`src/rtl/alu_pkg.sv`:
```
// rtl/alu_pkg.sv - shared opcodes, FSM state and flag indices for the pipelined ALU
package alu_pkg;

   localparam logic [3:0] OP_PASS_A = 4'h0;
   localparam logic [3:0] OP_PASS_B = 4'h1;
   localparam logic [3:0] OP_NOT_A  = 4'h2;
   localparam logic [3:0] OP_NOT_B  = 4'h3;
   localparam logic [3:0] OP_ADD    = 4'h4;
   localparam logic [3:0] OP_ADC    = 4'h5;
   localparam logic [3:0] OP_SUB    = 4'h6;
   localparam logic [3:0] OP_AND    = 4'h7;
   localparam logic [3:0] OP_OR     = 4'h8;
   localparam logic [3:0] OP_XOR    = 4'h9;
   localparam logic [3:0] OP_NAND   = 4'hA;
   localparam logic [3:0] OP_LSL    = 4'hB;
   localparam logic [3:0] OP_LSR    = 4'hC;
   localparam logic [3:0] OP_ASR    = 4'hD;
   localparam logic [3:0] OP_ROL    = 4'hE;
   localparam logic [3:0] OP_ROR    = 4'hF;

   localparam logic [3:0] OP_MUL    = 4'h0;
   localparam logic [3:0] OP_MULH   = 4'h1;

   typedef enum logic {IDLE, MUL} alu_state_e;

   localparam int FLAG_Z = 3;
   localparam int FLAG_C = 2;
   localparam int FLAG_N = 1;
   localparam int FLAG_O = 0;

endpackage

```
`src/rtl/alu_shift_add_multiplier.sv`:
```
// rtl/alu_shift_add_multiplier.sv - iterative unsigned multiplier, one multiplier bit per cycle
module alu_shift_add_multiplier #(
   parameter int WIDTH = 16
) (
   input  logic                 clk,
   input  logic                 rst_n,
   input  logic                 start,
   input  logic                 half,
   input  logic [WIDTH-1:0]     a,
   input  logic [WIDTH-1:0]     b,
   output logic                 done,
   output logic [WIDTH*2-1:0]   product
);

   localparam int H  = WIDTH / 2;
   localparam int CW = $clog2(WIDTH + 1);

   logic [WIDTH*2-1:0] acc_q;
   logic [WIDTH*2-1:0] mcand_q;
   logic [WIDTH-1:0]   mplier_q;
   logic [CW-1:0]      cnt_q;
   logic               run_q;
   logic [WIDTH-1:0]   a_n;
   logic [WIDTH-1:0]   b_n;

   assign a_n = half ? {{(WIDTH-H){1'b0}}, a[H-1:0]} : a;
   assign b_n = half ? {{(WIDTH-H){1'b0}}, b[H-1:0]} : b;

   // run_q stays set through the cycle where cnt_q reaches zero so done lasts exactly one cycle
   always_ff @(posedge clk or negedge rst_n) begin
      if (!rst_n) begin
         acc_q    <= '0;
         mcand_q  <= '0;
         mplier_q <= '0;
         cnt_q    <= '0;
         run_q    <= 1'b0;
      end else if (start) begin
         acc_q    <= '0;
         mcand_q  <= {{WIDTH{1'b0}}, a_n};
         mplier_q <= b_n;
         cnt_q    <= half ? CW'(H) : CW'(WIDTH);
         run_q    <= 1'b1;
      end else if (run_q) begin
         if (cnt_q != '0) begin
            if (mplier_q[0]) begin
               acc_q <= acc_q + mcand_q;
            end
            mcand_q  <= mcand_q << 1;
            mplier_q <= mplier_q >> 1;
            cnt_q    <= cnt_q - CW'(1);
         end else begin
            run_q <= 1'b0;
         end
      end
   end

   assign done    = run_q && (cnt_q == '0);
   assign product = acc_q;

endmodule

```
`src/rtl/pipelined_arithmetic_logic_unit.sv`:
```
// rtl/pipelined_arithmetic_logic_unit.sv - handshaked ALU with registered result/flags and iterative multiply
module pipelined_arithmetic_logic_unit
   import alu_pkg::*;
#(
   parameter int WIDTH = 16
) (
   input  logic             Clock,
   input  logic             Reset,
   input  logic [WIDTH-1:0] A,
   input  logic [WIDTH-1:0] B,
   input  logic [5:0]       FunSel,
   input  logic             WF,
   input  logic             InValid,
   output logic             InReady,
   output logic [WIDTH-1:0] ALUOut,
   output logic             OutValid,
   input  logic             OutReady,
   output logic [3:0]       FlagsOut,
   output logic             Busy
);

   localparam int H = WIDTH / 2;

   alu_state_e         state_q;
   logic [WIDTH-1:0]   alu_out_q;
   logic [3:0]         flags_q;
   logic               out_valid_q;
   logic               mul_hi_q, mul_half_q, mul_wf_q;

   logic               half, ext, is_mul, accept, mul_done;
   logic [WIDTH-1:0]   mask, top_bit, a_n, b_n, base_res, mul_res, prod_lo, prod_hi;
   logic [WIDTH:0]     sum, diff;
   logic [3:0]         base_flags, mul_flags;
   logic [WIDTH*2-1:0] product;

   function automatic logic msb(input logic [WIDTH-1:0] x, input logic hf);
      return hf ? x[H-1] : x[WIDTH-1];
   endfunction

   assign half    = ~FunSel[4];
   assign ext     = FunSel[5];
   assign is_mul  = ext && (FunSel[3:0] == OP_MUL || FunSel[3:0] == OP_MULH);
   assign mask    = half ? {{(WIDTH-H){1'b0}}, {H{1'b1}}} : {WIDTH{1'b1}};
   assign top_bit = mask ^ (mask >> 1);
   assign a_n     = A & mask;
   assign b_n     = B & mask;
   assign sum     = {1'b0, a_n} + {1'b0, b_n}
                  + {{WIDTH{1'b0}}, (FunSel[3:0] == OP_ADC) & flags_q[FLAG_C]};
   // operands are zero-extended, so the top bit of the difference is the borrow in either width
   assign diff    = {1'b0, a_n} - {1'b0, b_n};

   always_comb begin
      base_res   = a_n;
      base_flags = flags_q;
      case (FunSel[3:0])
         OP_PASS_A: base_res = a_n;
         OP_PASS_B: base_res = b_n;
         OP_NOT_A:  base_res = ~a_n;
         OP_NOT_B:  base_res = ~b_n;
         OP_ADD, OP_ADC: begin
            base_res = sum[WIDTH-1:0] & mask;
            base_flags[FLAG_C] = half ? sum[H] : sum[WIDTH];
            base_flags[FLAG_O] = (msb(a_n, half) == msb(b_n, half)) &&
                                 (msb(base_res, half) != msb(a_n, half));
         end
         OP_SUB: begin
            base_res = diff[WIDTH-1:0] & mask;
            base_flags[FLAG_C] = diff[WIDTH];
            base_flags[FLAG_O] = (msb(a_n, half) != msb(b_n, half)) &&
                                 (msb(base_res, half) != msb(a_n, half));
         end
         OP_AND:  base_res = a_n & b_n;
         OP_OR:   base_res = a_n | b_n;
         OP_XOR:  base_res = a_n ^ b_n;
         OP_NAND: base_res = ~(a_n & b_n);
         OP_LSL: begin
            base_res = a_n << 1;
            base_flags[FLAG_C] = msb(a_n, half);
         end
         OP_LSR: begin
            base_res = a_n >> 1;
            base_flags[FLAG_C] = a_n[0];
         end
         OP_ASR:  base_res = (a_n >> 1) | (msb(a_n, half) ? top_bit : '0);
         OP_ROL: begin
            base_res = (a_n << 1) | {{(WIDTH-1){1'b0}}, msb(a_n, half)};
            base_flags[FLAG_C] = msb(a_n, half);
         end
         OP_ROR: begin
            base_res = (a_n >> 1) | (a_n[0] ? top_bit : '0);
            base_flags[FLAG_C] = a_n[0];
         end
         default: base_res = a_n;
      endcase
      base_res = base_res & mask;
      base_flags[FLAG_Z] = (base_res == '0);
      base_flags[FLAG_N] = msb(base_res, half);
   end

   alu_shift_add_multiplier #(.WIDTH(WIDTH)) u_mul (
      .clk     (Clock),
      .rst_n   (Reset),
      .start   (accept && is_mul),
      .half    (half),
      .a       (A),
      .b       (B),
      .done    (mul_done),
      .product (product)
   );

   assign prod_lo = mul_half_q ? {{(WIDTH-H){1'b0}}, product[H-1:0]} : product[WIDTH-1:0];
   assign prod_hi = mul_half_q ? {{(WIDTH-H){1'b0}}, product[WIDTH-1:H]} : product[WIDTH*2-1:WIDTH];
   assign mul_res = mul_hi_q ? prod_hi : prod_lo;

   always_comb begin
      mul_flags         = flags_q;
      mul_flags[FLAG_Z] = (mul_res == '0);
      mul_flags[FLAG_C] = mul_hi_q ? 1'b0 : (prod_hi != '0);
      mul_flags[FLAG_N] = msb(mul_res, mul_half_q);
   end

   assign InReady  = (state_q == IDLE) && (!out_valid_q || OutReady);
   assign accept   = InValid && InReady;
   assign Busy     = (state_q == MUL) && !mul_done;
   assign ALUOut   = alu_out_q;
   assign OutValid = out_valid_q;
   assign FlagsOut = flags_q;

   always_ff @(posedge Clock or negedge Reset) begin
      if (!Reset) begin
         state_q     <= IDLE;
         alu_out_q   <= '0;
         flags_q     <= '0;
         out_valid_q <= 1'b0;
         mul_hi_q    <= 1'b0;
         mul_half_q  <= 1'b0;
         mul_wf_q    <= 1'b0;
      end else begin
         case (state_q)
            IDLE: begin
               if (accept) begin
                  if (is_mul) begin
                     state_q     <= MUL;
                     mul_hi_q    <= (FunSel[3:0] == OP_MULH);
                     mul_half_q  <= half;
                     mul_wf_q    <= WF;
                     out_valid_q <= 1'b0;
                  end else if (ext) begin
                     alu_out_q   <= a_n;
                     out_valid_q <= 1'b1;
                  end else begin
                     alu_out_q   <= base_res;
                     if (WF) flags_q <= base_flags;
                     out_valid_q <= 1'b1;
                  end
               end else if (OutReady) begin
                  out_valid_q <= 1'b0;
               end
            end
            MUL: begin
               if (mul_done) begin
                  alu_out_q   <= mul_res;
                  if (mul_wf_q) flags_q <= mul_flags;
                  out_valid_q <= 1'b1;
                  state_q     <= IDLE;
               end
            end
            default: state_q <= IDLE;
         endcase
      end
   end

endmodule

```
`config.mk`:
```
export PLATFORM = sky130hd
export DESIGN_NAME = pipelined_arithmetic_logic_unit
export DESIGN_NICKNAME = d
export VERILOG_FILES = /design/src/rtl/alu_pkg.sv /design/src/rtl/alu_shift_add_multiplier.sv /design/src/rtl/pipelined_arithmetic_logic_unit.sv
export SDC_FILE = /design/constraint.sdc
export NUM_CORES = 1
export LEC_CHECK = 0
export ABC_AREA = 1
export BUFFER_PORTS_ARGS = -buffer_cell sky130_fd_sc_hd__buf_2
export CAP_MARGIN = 5
export CORE_UTILIZATION = 45
export CTS_BUF_LIST = sky130_fd_sc_hd__clkbuf_16
export CTS_CLUSTER_SIZE = 14
export DETAILED_ROUTE_END_ITERATION = 6
export GPL_TIMING_DRIVEN = 0
export PLACE_DENSITY = 0.64
export SYNTH_ARGS = -nofsm -noshare
export SYNTH_HDL_FRONTEND = slang
export SYNTH_SLANG_ARGS = --single-unit
```
`constraint.sdc`:
```
create_clock -name Clock -period 2.7 [get_ports Clock]
set_input_delay 0.54 -clock Clock [delete_from_list [all_inputs] [get_ports Clock]]
set_output_delay 0.54 -clock Clock [all_outputs]
set_load 0.01 [all_outputs]
```
---- Word-level counts from Yosys, hierarchy flattened ----
Index checks and enable logic that the tools add are counted.
operators by class
  $add $sub $neg .......................... 5
  shifts and indexed selects .............. 0
  $mul .................................... 0
  order comparisons ....................... 0
  divide/modulo/power cells ............... 0
  equality and inequality tests ........... 28
  bitwise gates (word level) .............. 18
  reduce and logical (&&, ||, !) cells .... 32
  multiplexer cells ....................... 57
operator list
  cell                number
  $mux 16             15
  $pmux 16 s15        1
  $mux 32             7
  $and 16x16->16      6
  $not 16->16         3
  $add 32x32->32      1
  $eq 4x4->1 const B  8
  $logic_not 16->1    2
  $or 15x16->16       2
  $pmux 16 s2         1
  $mux 4              6
  $mux 5              4
  $mux 1              18
  $add 16x16->17      1
  $add 17x1->17       1
  $sub 16x16->17      1
  $eq 4x3->1 const B  4
  $or 16x1->16        1
  $or 16x16->16       1
  $reduce_bool 16->1  1
  $xor 16x15->16      1
  $xor 16x16->16      1
  $reduce_and 6->1    2
  $reduce_and 3->1    3
  other kinds (25)    49
storage, ports and cells
  register bits after elaboration ......... 111
  logic and storage cells ................. 154
  output and inout bits ................... 23
  memories kept ........................... 0
  latch bits .............................. 0
  bits of input ports ..................... 43
  ROM bits ................................ 0
  bits in writable memories ............... 0

---- Logic depth before layout (Yosys ltp) ----
Gate-level depths: netlist of run 1.
  depth after elaboration ................. 14
  depth in mapped cells ................... 22
  gate-level depth less buffers ........... 22

---- By module ----
From an unflattened synthesis of run 1, not the netlist that was laid out.
unflattened totals
  cells, all modules ...................... 1960
  area, all modules ....................... 11692.5 sq um
by module, submodules not included
  module                           cells each  area an instance (sq um)  instances  seq. area each (sq um)
  alu_shift_add_multiplier         920         6099.6                    1          2152.1
  pipelined_arithmetic_logic_unit  1040        5592.9                    1          625.6

---- Least setup slack after synthesis of run 1 ----
No wires, ideal clock.
  path type ............................... input port to flip-flop
  start ................................... input port FunSel[2]
  end ..................................... register flags_q[3], in the netlist FlagsOut[3]
  buffers on the path ..................... 0
  data required time ...................... 2.629 ns
  library setup time ...................... 0.071 ns
  stages on the path ...................... 22
  arrival ................................. 2.939 ns
  path slack .............................. -0.311 ns
  path through ............................ inv_1 > nor2_1 > nand3_1 > fa_1 > fa_1 > inv_1 > nand3_1 > nand3_1 > nand2_1 > nand2_1 > nand2_1 > nand2_1 > nand2_1 > nand3_1 > nand3_1 > nand2_1 > nand3_1 > nor2_1 > nand2_1 > nor2_1 > nor2_1 > nor2_1
between the ends
  cells in the longest elaborated chain, start to end .. 12
  elaborated cells between the ends (all ways) .. 32
  classes of those cells .................. 1 x add/sub; 16 x eq/ne; 6 x mux; 3 x bitwise; 6 x reduce/logical
RTL lines
  what                    RTL line                                                                      source
  start: declaration      pipelined_arithmetic_logic_unit.sv:11                                         input logic [5:0] FunSel,
  $eq 4x3->1              pipelined_arithmetic_logic_unit.sv:48, pipelined_arithmetic_logic_unit.sv:55
  $and 1x1->1             pipelined_arithmetic_logic_unit.sv:48                                         + {{WIDTH{1'b0}}, (FunSel[3:0] == OP_ADC) & flags_q[FLAG_C]};
  $add 17x1->17           pipelined_arithmetic_logic_unit.sv:48
  $and 16x16->16          pipelined_arithmetic_logic_unit.sv:61                                         base_res = sum[WIDTH-1:0] & mask;
  $pmux 16 s15            pipelined_arithmetic_logic_unit.sv:55                                         case (FunSel[3:0])
  $and 16x16->16          pipelined_arithmetic_logic_unit.sv:95                                         base_res = base_res & mask;
  $logic_not 16->1        pipelined_arithmetic_logic_unit.sv:96                                         base_flags[FLAG_Z] = (base_res == '0);
  $mux 4                  pipelined_arithmetic_logic_unit.sv:153                                        if (WF) flags_q <= base_flags;
  $mux 4                  pipelined_arithmetic_logic_unit.sv:148                                        end else if (ext) begin
  $mux 4                  pipelined_arithmetic_logic_unit.sv:142                                        if (is_mul) begin
  $mux 4                  pipelined_arithmetic_logic_unit.sv:141                                        if (accept) begin
  $pmux 4 s2              pipelined_arithmetic_logic_unit.sv:139                                        case (state_q)
  end signal: assignment  pipelined_arithmetic_logic_unit.sv:153
  end signal: assignment  pipelined_arithmetic_logic_unit.sv:163                                        if (mul_wf_q) flags_q <= mul_flags;
  end: declaration        pipelined_arithmetic_logic_unit.sv:26                                         logic [3:0] flags_q;
Several ways; a longest one is shown, not always the timed one. The select of a mux whose other input is x is not followed.
A chain may end at the register's enable or synchronous reset.

---- Final worst setup path of run 1 ----
Ends and elaborated chain as after synthesis.

==> results of run 1 <==
report_power, final:
group	switching [uW]	total, uW	internal [uW]
registers	363	2400	2040
clock network	668	1300	629
logic	2600	4040	1450
what timing repair did:
action	CTS	global route
pin swaps	19	46
gates resized for setup	95	102
setup endpoints to repair	21	36
buffers inserted	12	24
cells by family (layout without fill, tap and decap cells):
kind of cell,count (synthesis),in the layout,synth area share
adders and majority gates,84,84,0.1037
xor gates and xnor gates,14,14,0.01176
DFF,111,111,0.2664
AOI/OAI and AO/OA,369,369,0.2090
and+or+nand+nor,787,787,0.3092
buffers and inverters,266,376,0.09995
state kept, by name, indices dropped and copies added, names as in the netlist, 4 cells and up:
register	flops
ALUOut	16
u_mul.product	32
u_mul.mplier_q	16
u_mul.cnt_q	5
u_mul.mcand_q	32
FlagsOut	4
cells in the mapped netlist (2+ instances only):
cell type and instances:
a211oi_1 2, nor2_2 2, buf_2 14, inv_1 210, o21bai_1 4, buf_4 3
o211ai_1 19, nand2_1 453, ha_1 80, o221ai_1 26, clkbuf_1 28, a22o_1 3
nand3_1 114, clkinv_1 3, nor2_1 170, a22oi_1 10, nand4_1 19, o22ai_1 46
o2111ai_1 3, xnor2_1 4, o31ai_1 2, buf_6 2, nor4_1 4, xor2_1 10
o311ai_0 2, a31oi_1 4, nor3_1 14, o21a_1 4, buf_1 4, nor2_4 3
dfrtp_1 111, a21oi_1 93, o21ai_0 137, a21o_1 4, a21boi_0 3, inv_2 2
nand3b_1 4, or2_2 2, fa_1 4
path summary, 6_finish.rpt:
kind / start / endpoint / slack [ns] / depth (start not counted)
hold reg to reg: ALUOut[8]$_DFFE_PN0P_ / ALUOut[8]$_DFFE_PN0P_ / 0.48 / 2
setup / recovery: FunSel[2] / FlagsOut[3]$_DFFE_PN0P_ / -0.06 / 22
min in group Clock: WF / mul_wf_q$_DFFE_PN0P_ / 0.42 / 3
setup reg to reg: FlagsOut[2]$_DFFE_PN0P_ / FlagsOut[3]$_DFFE_PN0P_ / -0.05 / 19
hold / removal: Reset / OutValid$_DFFE_PN0P_ / 0.14 / 1
max in group asynchronous: Reset / u_mul.product[20]$_DFFE_PN0P_ / 1.88 / 2
final cells by class:
class,instances,area (um2)
repair buffers,97,660.6
fillers,2325,10410
multi-input cells,1254,7138
clock buffers,9,225.2
well taps,285,356.6
clock inverters,7,47.55
flip-flops and latches,111,2778
plain buffers,48,262.8
inverters,215,834.6
per-stage QoR:
stage	TNS, ns	hold WS, ns
detailed placement	-16.07	0.4615
floorplan	-0.1030	0.2444
CTS	-0.1585	0.1679
global route	-0.6416	0.1661
finish	-0.06423	0.1372
global placement	-46.92	0.4601
metal layers:
layer | routed length, um | vias up | GRT usage
li1 | - | 5655 | -
met1 | 18020 | 5523 | 0.5011
met2 | 16400 | 634 | 0.4935
met3 | 3984 | 63 | 0.04903
met4 | 914 | 0 | 0.08190
met5 | 0 | - | 0
==> results.toml, run 1 <==
[yosys]
yosys_warnings = 0
synthArstFlopShare = 1.000
synthFlopType = "dfrtp_1"
yosysTopAreaCellShare = 0.2664
synthCells = 1631
syn_avg_cell_area_um2 = 6.393
synth_seq_cells = 111
seq_area_frac_synth = 0.2664
ys_top_cells_by_area = "dfrtp_1 (27%), nand2_1 (16%), ha_1 (9.6%), inv_1 (7.6%), o21ai_0 (6.6%)"
yosysUniqueCellTypes = 48
syn_area_mm2 = 0.01043
synth_nets = 1758
synth_top_cell_by_area = "dfrtp_1"
synth-edff-count = 0

[sta]
slew_violations = 0
min_period_ns = 2.764
layout_setup_ws_ns = -0.06423
rsz0062_at_grt = "true"
timing.fmax_ghz = 0.3618
finalHoldViolCount = 0
worst_slew_pin_slew_ns = 0.9446
setup_violations = 1
period_share = 1.024
relSlewSlack = 0.3680
finalClockSkew_ns = 0.01089

[finish]
diodes = 0
final_common_cell = "nand2_1"
nNetsFinal = 1863
layout_common_cells = "nand2_1 (415), inv_1 (193), nor2_1 (152), o21ai_0 (118), dfrtp_1 (111)"
drive_above_1_share = 0.1557
layout-area-overhead-vs-synth_pct = 17.99
design_area_mm2 = 0.01230
finalNonFillerCells = 2026
final_util = 0.5418

[clock_network]
tritoncts = "built"
hold_buffers = 0
root_buffer = "clkbuf_16"
cts_buffer_depth = 2
cts_buffers = 9
cts_max_level = 3
cts_sinks = 111
clk_latency_ns = 0.36
clk_pin_slew_ns = 0.08

[route]
wl_per_cell_um = 19.41
drt_iter0_markers = 1225
via_per_inst = 5.861
vias = 11880
wl_mm = 39.32
first_pass_iters = 5
drc = 0
drtAntennaViolNets = 0

[pwr]
powerDensity_mw_per_mm2 = 629.3
peakVddDrop_mv = 0.4476
finalPower_uw = 7742
leakagePower_uw = 0.006186

[placed_design]
place_hpwl_mm = 30.94
port_buffers = 62
place_inst = 1979
place_area_mm2 = 0.01115
pre_cts_slack_ns = -0.9082
place.gp.congestion = 1.031

[outcome]
status = "finished, violations left"
violations = "setup timing"

[die]
placementRows = 55
fp.dieH_um = 154.2
io_pins = 66
coreArea_mm2 = 0.02271
start_util = 0.4592
die_w_um = 154.2
die_area_mm2 = 0.02379

[worst_setup_path]
critPathArrivalTime_ns = 3.06
crit_path_cell_trace = "buf_8 -> inv_6 -> nor2_4 -> nand3_2 -> fa_2 -> fa_2 -> inv_1 -> nand2_1 -> nand2_1 -> nor2_1 -> nand2_1 -> nor2_2 -> nor2_2 -> nor2_2 -> nand2_1 -> nor2_1 -> nand3_1 -> nor2_1 -> nand3_1 -> nor2_2 -> nor2_1 -> nor2_1"
start_kind = "input pin"
cp-end-kind = "flip-flop"
critical_path_class = "in2reg"
crit_slowest_cell = "fa_2"
path_common_cell = "nor2_1"
crit_fanout = 2
worstPathBufferInverterCount = 3
crit_family = "simple AND/OR/NAND/NOR gates"
cp.required_ns = 3.00
max_stage_delay_ns = 0.57

[global_routing]
grt_pass1_vias = 10730
globalRouteOverflowTotal = 0
grt_pass1_wl_mm = 60.83
grt_antenna_before_repair = 0
grt_max_degree = 57
grtUsageTotal = 0.3324

[run]
cap_violations = 0

[min_path]
worst_hold_path_type = "in2async"
Note: power is estimated with default switching activity, not from simulation.
==> run 2: changes to the inputs <==
--- a/config.mk
+++ b/config.mk
@@ -5,7 +5,6 @@
 export SDC_FILE = /design/constraint.sdc
 export NUM_CORES = 1
 export LEC_CHECK = 0
-export ABC_AREA = 1
 export BUFFER_PORTS_ARGS = -buffer_cell sky130_fd_sc_hd__buf_2
 export CAP_MARGIN = 5
 export CORE_UTILIZATION = 45
@@ -14,6 +13,7 @@
 export DETAILED_ROUTE_END_ITERATION = 6
 export GPL_TIMING_DRIVEN = 0
 export PLACE_DENSITY = 0.64
+export SETUP_SLACK_MARGIN = 0.5
 export SYNTH_ARGS = -nofsm -noshare
 export SYNTH_HDL_FRONTEND = slang
 export SYNTH_SLANG_ARGS = --single-unit
==> run 2 against run 1 <==
  * The run still ends with setup timing left
  * Critical endpoint is now ALUOut[12]$_DFFE_PN0P_
  * Cell count shrank 4.1%
  * Design area grew 15%
  * Register-to-register slack lost 0.87 ns
  * Sequential cell count is the same
  * Highest routed layer unchanged
  * Global-route usage grew 4.1 points
==> results.toml, run 2 <==
[route]
wl_mm = 46.31
wl_per_cell_um = 23.83
via_per_inst = 6.420
drt_iter0_markers = 1562
drtAntennaViolNets = 0
first_pass_iters = 5
vias = 12480
drc = 0

[yosys]
yosysTopAreaCellShare = 0.2558
yosysMostFrequentCell = "nand2_1"
synth_nets = 1575
synth_top_cell_by_area = "dfrtp_1"
synth_seq_cells = 111
synthCells = 1448
syn_area_mm2 = 0.01086
yosys_warnings = 0
synthFlopType = "dfrtp_1"
syn_avg_cell_area_um2 = 7.498
ys_top_cells_by_area = "dfrtp_1 (26%), ha_1 (9.2%), nand2_1 (8.7%), a21oi_1 (6.1%), o21ai_0 (4.3%)"
yosysUniqueCellTypes = 84
seq_area_frac_synth = 0.2558
yosys-top-cells-count = "nand2_1 (253), a21oi_1 (132), dfrtp_1 (111), nor2_1 (110), o21ai_0 (93)"
synthArstFlopShare = 1.000
synth-edff-count = 0

[clock_network]
clk_latency_ns = 0.37
cts_sinks = 111
tritoncts = "built"
cts_buffer_depth = 2
root_buffer = "clkbuf_16"
cts_max_level = 3
clk_pin_slew_ns = 0.08
cts_buffers = 9

[global_routing]
grt_max_degree = 75
grt_pass1_wl_mm = 69.10
grtUsageTotal = 0.3738
grt_pass1_vias = 11440
grt_antenna_before_repair = 0
globalRouteOverflowTotal = 0

[worst_setup_path]
max_stage_delay_ns = 0.40
critical_path_class = "in2reg"
cp.required_ns = 3.01
crit_path_cell_trace = "buf_6 -> buf_6 -> nor2b_4 -> buf_8 -> nand3_2 -> fa_2 -> fa_2 -> nand2b_4 -> a211oi_4 -> o221ai_4 -> buf_6 -> o311ai_4 -> mux2i_2 -> a211oi_2 -> a2bb2oi_2 -> mux2_4 -> o21ai_2 -> o21a_1"
crit_slowest_cell = "fa_2"
cp-end-kind = "flip-flop"
rr_endpoint = "ALUOut[12]$_DFFE_PN0P_"
rrSetupSlack_ns = -0.92
path_common_cell = "buf_6"
crit_fanout = 3
start_kind = "input pin"
r2r_cells = 14
critPathArrivalTime_ns = 4.08
r2r_start = "FlagsOut[2]$_DFFE_PN0P_"

[sta]
timing.fmax_ghz = 0.2652
finalSetupTns_ns = -11.86
relSlewSlack = 0.4122
slew_violations = 0
finalHoldViolCount = 0
finalClockSkew_ns = 0.01440
min_period_ns = 3.770
rsz0062_at_grt = "true"
setup_violations = 20
layout_setup_ws_ns = -1.070
period_share = 1.396
worst_slew_pin_slew_ns = 0.8799

[outcome]
violations = "setup timing"
status = "finished, violations left"

[placed_design]
place_area_mm2 = 0.01188
place.gp.congestion = 1.001
place_inst = 1830
place_hpwl_mm = 34.23
pre_cts_slack_ns = -1.851
port_buffers = 62

[finish]
diodes = 0
nNetsFinal = 1746
final_common_cell = "nand2_1"
layout_common_cells = "nand2_1 (248), nor2_1 (105), a21oi_1 (104), buf_4 (98), dfrtp_1 (92)"
n_fill_cell = 2159
finalNonFillerCells = 1943
design_area_mm2 = 0.01410
layout-area-overhead-vs-synth_pct = 29.90
drive_above_1_share = 0.2826

[die]
coreArea_mm2 = 0.02354
placementRows = 56
die_area_mm2 = 0.02475
die_w_um = 157.3
io_pins = 66
start_util = 0.4612
fp.dieH_um = 157.3

[run]
cap_violations = 0

[pwr]
peakVddDrop_mv = 0.6535
powerDensity_mw_per_mm2 = 834.3
leakagePower_uw = 0.006098

[min_path]
worst_hold_path_type = "in2async"
run 2: cell types whose count changed after synthesis, sizes merged, moves of 21 or more:
cell    delta
mux2i     +31
o22ai     -32
nand2    -201
nor2      -64
nor2b     +21
o21ai     -42
a21oi     +39
a31oi     +41
clkbuf    +35
nand3     -84
inv      -148
run 2: worst max path at each step:
stage / startpoint / end / cells past startpoint
final: FunSel[1] / ALUOut[12]$_DFFE_PN0P_ / 18
after floorplan: FunSel[2] / ALUOut[12]$_DFFE_PN0P_ / 16
after global placement: FunSel[1] / FlagsOut[3]$_DFFE_PN0P_ / 17
after CTS: FunSel[1] / FlagsOut[3]$_DFFE_PN0P_ / 17
after detailed placement: FunSel[1] / FlagsOut[3]$_DFFE_PN0P_ / 17
after global routing: FunSel[1] / FlagsOut[3]$_DFFE_PN0P_ / 17
run 2: worst max-delay path, delay by kind of cell:
| kind | cells | cell delay (ns) |
|---|---|---|
| AOI/OAI and AO/OA | 7 | 1.35 |
| buffers and inverters | 4 | 0.46 |
| muxes | 2 | 0.57 |
| and+or+nand+nor | 3 | 0.35 |
| adders and majority gates | 2 | 0.78 |
run 2: through the flow:
| step | utilization | total power [uW] | hold slack, ns |
|---|---|---|---|
| CTS | 0.5732 | 10970 | 0.07299 |
| global placement | 0.5033 | 8470 | 0.4592 |
| finish | 0.5990 | 11770 | 0.06982 |
| global route | 0.5990 | 12480 | 0.08602 |
| floorplan | - | 6812 | 0.2444 |
| detailed placement | 0.5048 | 8552 | 0.4697 |
run 2: layout make-up:
type | count | area (um2) | share of cell area
multi-input combinational | 1171 | 8582 | 0.6086
sequential | 111 | 2801 | 0.1987
timing repair buffer | 160 | 1171 | 0.08304
buffer | 102 | 610.6 | 0.04330
tap | 319 | 399.1 | 0.02830
inverter | 64 | 245.2 | 0.01739
clock buffer | 9 | 225.2 | 0.01597
clock inverter | 7 | 67.56 | 0.004791
run 2: logic make-up after synthesis:
group | share of synthesized area
fa+ha+maj | 0.09957
mux | 0.03895
buf+inv | 0.06362
xor+xnor | 0.03227
compound gates | 0.2920
flops | 0.2558
simple gates | 0.2177
run 2: report_power, final:
part	internal [uW]	switching, uW
logic	3160	4100
clock network	648	717
registers	2360	786
total	6160	5600
run 2: repair_timing:
action                     in CTS  in global routing
setup buffers                  65                 32
resized for setup             210                114
pin swaps                      96                 69
setup endpoints to repair     111                101
hold buffers                    0                  0
run 2: layer usage:
metal,part of all wire,GRT usage
met1,0.44,0.5419
met4,0.032,0.1197
met5,0,0
met2,0.42,0.5453
met3,0.11,0.08150
==> run 3: changes to the inputs <==
--- a/config.mk
+++ b/config.mk
@@ -12,7 +12,7 @@
 export CTS_CLUSTER_SIZE = 14
 export DETAILED_ROUTE_END_ITERATION = 6
 export GPL_TIMING_DRIVEN = 0
-export PLACE_DENSITY = 0.64
+export PLACE_DENSITY = 0.66
 export SETUP_SLACK_MARGIN = 0.5
 export SYNTH_ARGS = -nofsm -noshare
 export SYNTH_HDL_FRONTEND = slang
==> constraint.sdc (replaced) <==
create_clock -name Clock -period 3.3 [get_ports Clock]
set_input_delay 0.66 -clock Clock [delete_from_list [all_inputs] [get_ports Clock]]
set_output_delay 0.66 -clock Clock [all_outputs]
set_load 0.01 [all_outputs]
==> run 3 against run 2 <==
  * The run still ends with setup timing left
  * Power shrank 25%
  * Sequential power decreased by 18%
  * Clock-buffer cell count unchanged
  * Core utilization decreased by 4.0 points
  * Register-to-register slack improved by 0.64 ns
  * Worst setup slack better by 0.59 ns
  * Clock skew up 0.0059 ns
  * Routed wire length shrank 3.1%
  * Cell count shrank 2.2%
  * Sequential cell count unchanged
  * Via count shrank 1.9%
  * Design area fell by 6.6%
  * Highest routed layer unchanged
==> results.toml, run 3 (synthesized netlist as in run 2, its figures left out) <==
[sta]
rsz0062_at_grt = "true"
layout_setup_ws_ns = -0.4771
hold_ws_ns = 0.2212
finalClockSkew_ns = 0.02027
setup_violations = 14
slew_violations = 0
period_share = 1.145
finalHoldViolCount = 0
worst_slew_pin_slew_ns = 0.8751
timing.fmax_ghz = 0.2648
relSlewSlack = 0.4154
min_period_ns = 3.777

[global_routing]
grt_antenna_before_repair = 2
grt_pass1_wl_mm = 66.95
grtUsageTotal = 0.3615
globalRouteOverflowTotal = 0
grt_max_degree = 60
grt_pass1_vias = 11240

[route]
first_pass_iters = 6
drc = 0
drtAntennaViolNets = 0
via_per_inst = 6.443
vias = 12240
wl_per_cell_um = 23.62
wl_mm = 44.88
drt_iter0_markers = 1427

[finish]
layout-area-overhead-vs-synth_pct = 21.31
multi_input_area_mm2 = 0.008135
n_fill_cell = 2266
ff_latch_area_mm2 = 0.002796
drive_above_1_share = 0.2057
finalNonFillerCells = 1900
nNetsFinal = 1703
final_common_cell = "nand2_1"
layout_common_cells = "nand2_1 (251), a21oi_1 (121), nor2_1 (105), dfrtp_1 (96), buf_2 (82)"
final_util = 0.5594

[die]
coreArea_mm2 = 0.02354
fp.dieH_um = 157.3
io_pins = 66
start_util = 0.4612
die_area_mm2 = 0.02475
die_w_um = 157.3
placementRows = 56

[worst_setup_path]
crit_fanout = 4
cp-end-kind = "flip-flop"
max_stage_delay_ns = 0.38
cp.required_ns = 3.56
crit_slowest_cell = "fa_2"
r2r_cells = 14
crit_path_cell_trace = "buf_6 -> buf_6 -> nor2b_4 -> buf_8 -> nand3_2 -> fa_2 -> fa_2 -> nand2b_4 -> a211oi_4 -> o221ai_4 -> buf_4 -> o21ai_2 -> a211o_1 -> a211o_1 -> o311ai_2 -> nor4_2 -> nand4_1 -> o31ai_1"
start_kind = "input pin"
setup.worst_path.start = "FunSel[1]"
r2r_start = "FlagsOut[2]$_DFFE_PN0P_"
critPathArrivalTime_ns = 4.04
critical_path_class = "in2reg"

[clock_network]
hold_buffers = 0
cts_buffer_depth = 2
clk_latency_ns = 0.37
root_buffer = "clkbuf_16"
cts_sinks = 111
cts_buffers = 9
clk_pin_slew_ns = 0.09
cts_max_level = 3
tritoncts = "built"

[outcome]
violations = "setup timing"
status = "finished, violations left"

[min_path]
worst_hold_path_type = "in2async"

[placed_design]
port_buffers = 62
pre_cts_slack_ns = -1.199
place_inst = 1830
place.gp.congestion = 1.033
place_hpwl_mm = 33.56

[pwr]
powerDensity_mw_per_mm2 = 668.9
peakVddDrop_mv = 0.4002
leakagePower_uw = 0.005672
finalPower_uw = 8810

[run]
cap_violations = 0
-- run 3: worst paths after layout --
kind                                                  to  slack, ns
max                              FlagsOut[3]$_DFFE_PN0P_      -0.48
min                        u_mul.mcand_q[22]$_DFFE_PN0P_       0.22
max reg2reg                      FlagsOut[3]$_DFFE_PN0P_      -0.28
min reg2reg                       ALUOut[13]$_DFFE_PN0P_       0.48
max in group asynchronous  u_mul.product[14]$_DFFE_PN0P_       2.37
min in group Clock                ALUOut[13]$_DFFE_PN0P_       0.48
-- run 3: what timing repair did --
item                                    CTS  global route
pin swaps                                30            48
endpoints found under the setup margin   36            67
gates cloned                              0             0
setup buffers                            35            19
gates resized for setup                 110            69
-- run 3: power breakdown --
group          leakage [uW]  internal (uW)  switching (uW)  total, uW
clock network      0.000153            609             570       1180
logic               0.00410           2060            2980       5040
registers           0.00142           1920             666       2590
-- run 3: stage by stage --
| step | TNS (ns) | instance area (um2) |
|---|---|---|
| after CTS | -3.935 | 12780 |
| after floorplan | -1.472 | 10940 |
| after global placement | -13.32 | 11650 |
| after detailed placement | -13.77 | 11690 |
| final | -4.807 | 13170 |
| after global routing | -6.138 | 13170 |
-- run 3: layout make-up --
type,count,share of cell area
Multi-Input combinational cell,1171,0.6177
Sequential cell,111,0.2123
Timing Repair Buffer,117,0.05957
Buffer,102,0.03800
Tap cell,319,0.03031
Inverter,64,0.01824
Clock buffer,9,0.01710
Clock inverter,6,0.006555
Antenna cell,1,0.0001900
-- run 3: metal layers --
metal  up-vias  global-route usage  wire length (um)
li1       5497                   -                 -
met3       133             0.09113              5327
met2       763              0.5306             19030
met5         -                   0                 0
met4         0              0.1442              1755
met1      5848              0.5029             18770
-- run 3: worst max-delay path: cells and delay by family --
family	cells	cell delay, ns
buffers and inverters	4	0.49
and+or+nand+nor	5	0.82
AOI/OAI and AO/OA	7	1.34
adders and majority gates	2	0.75
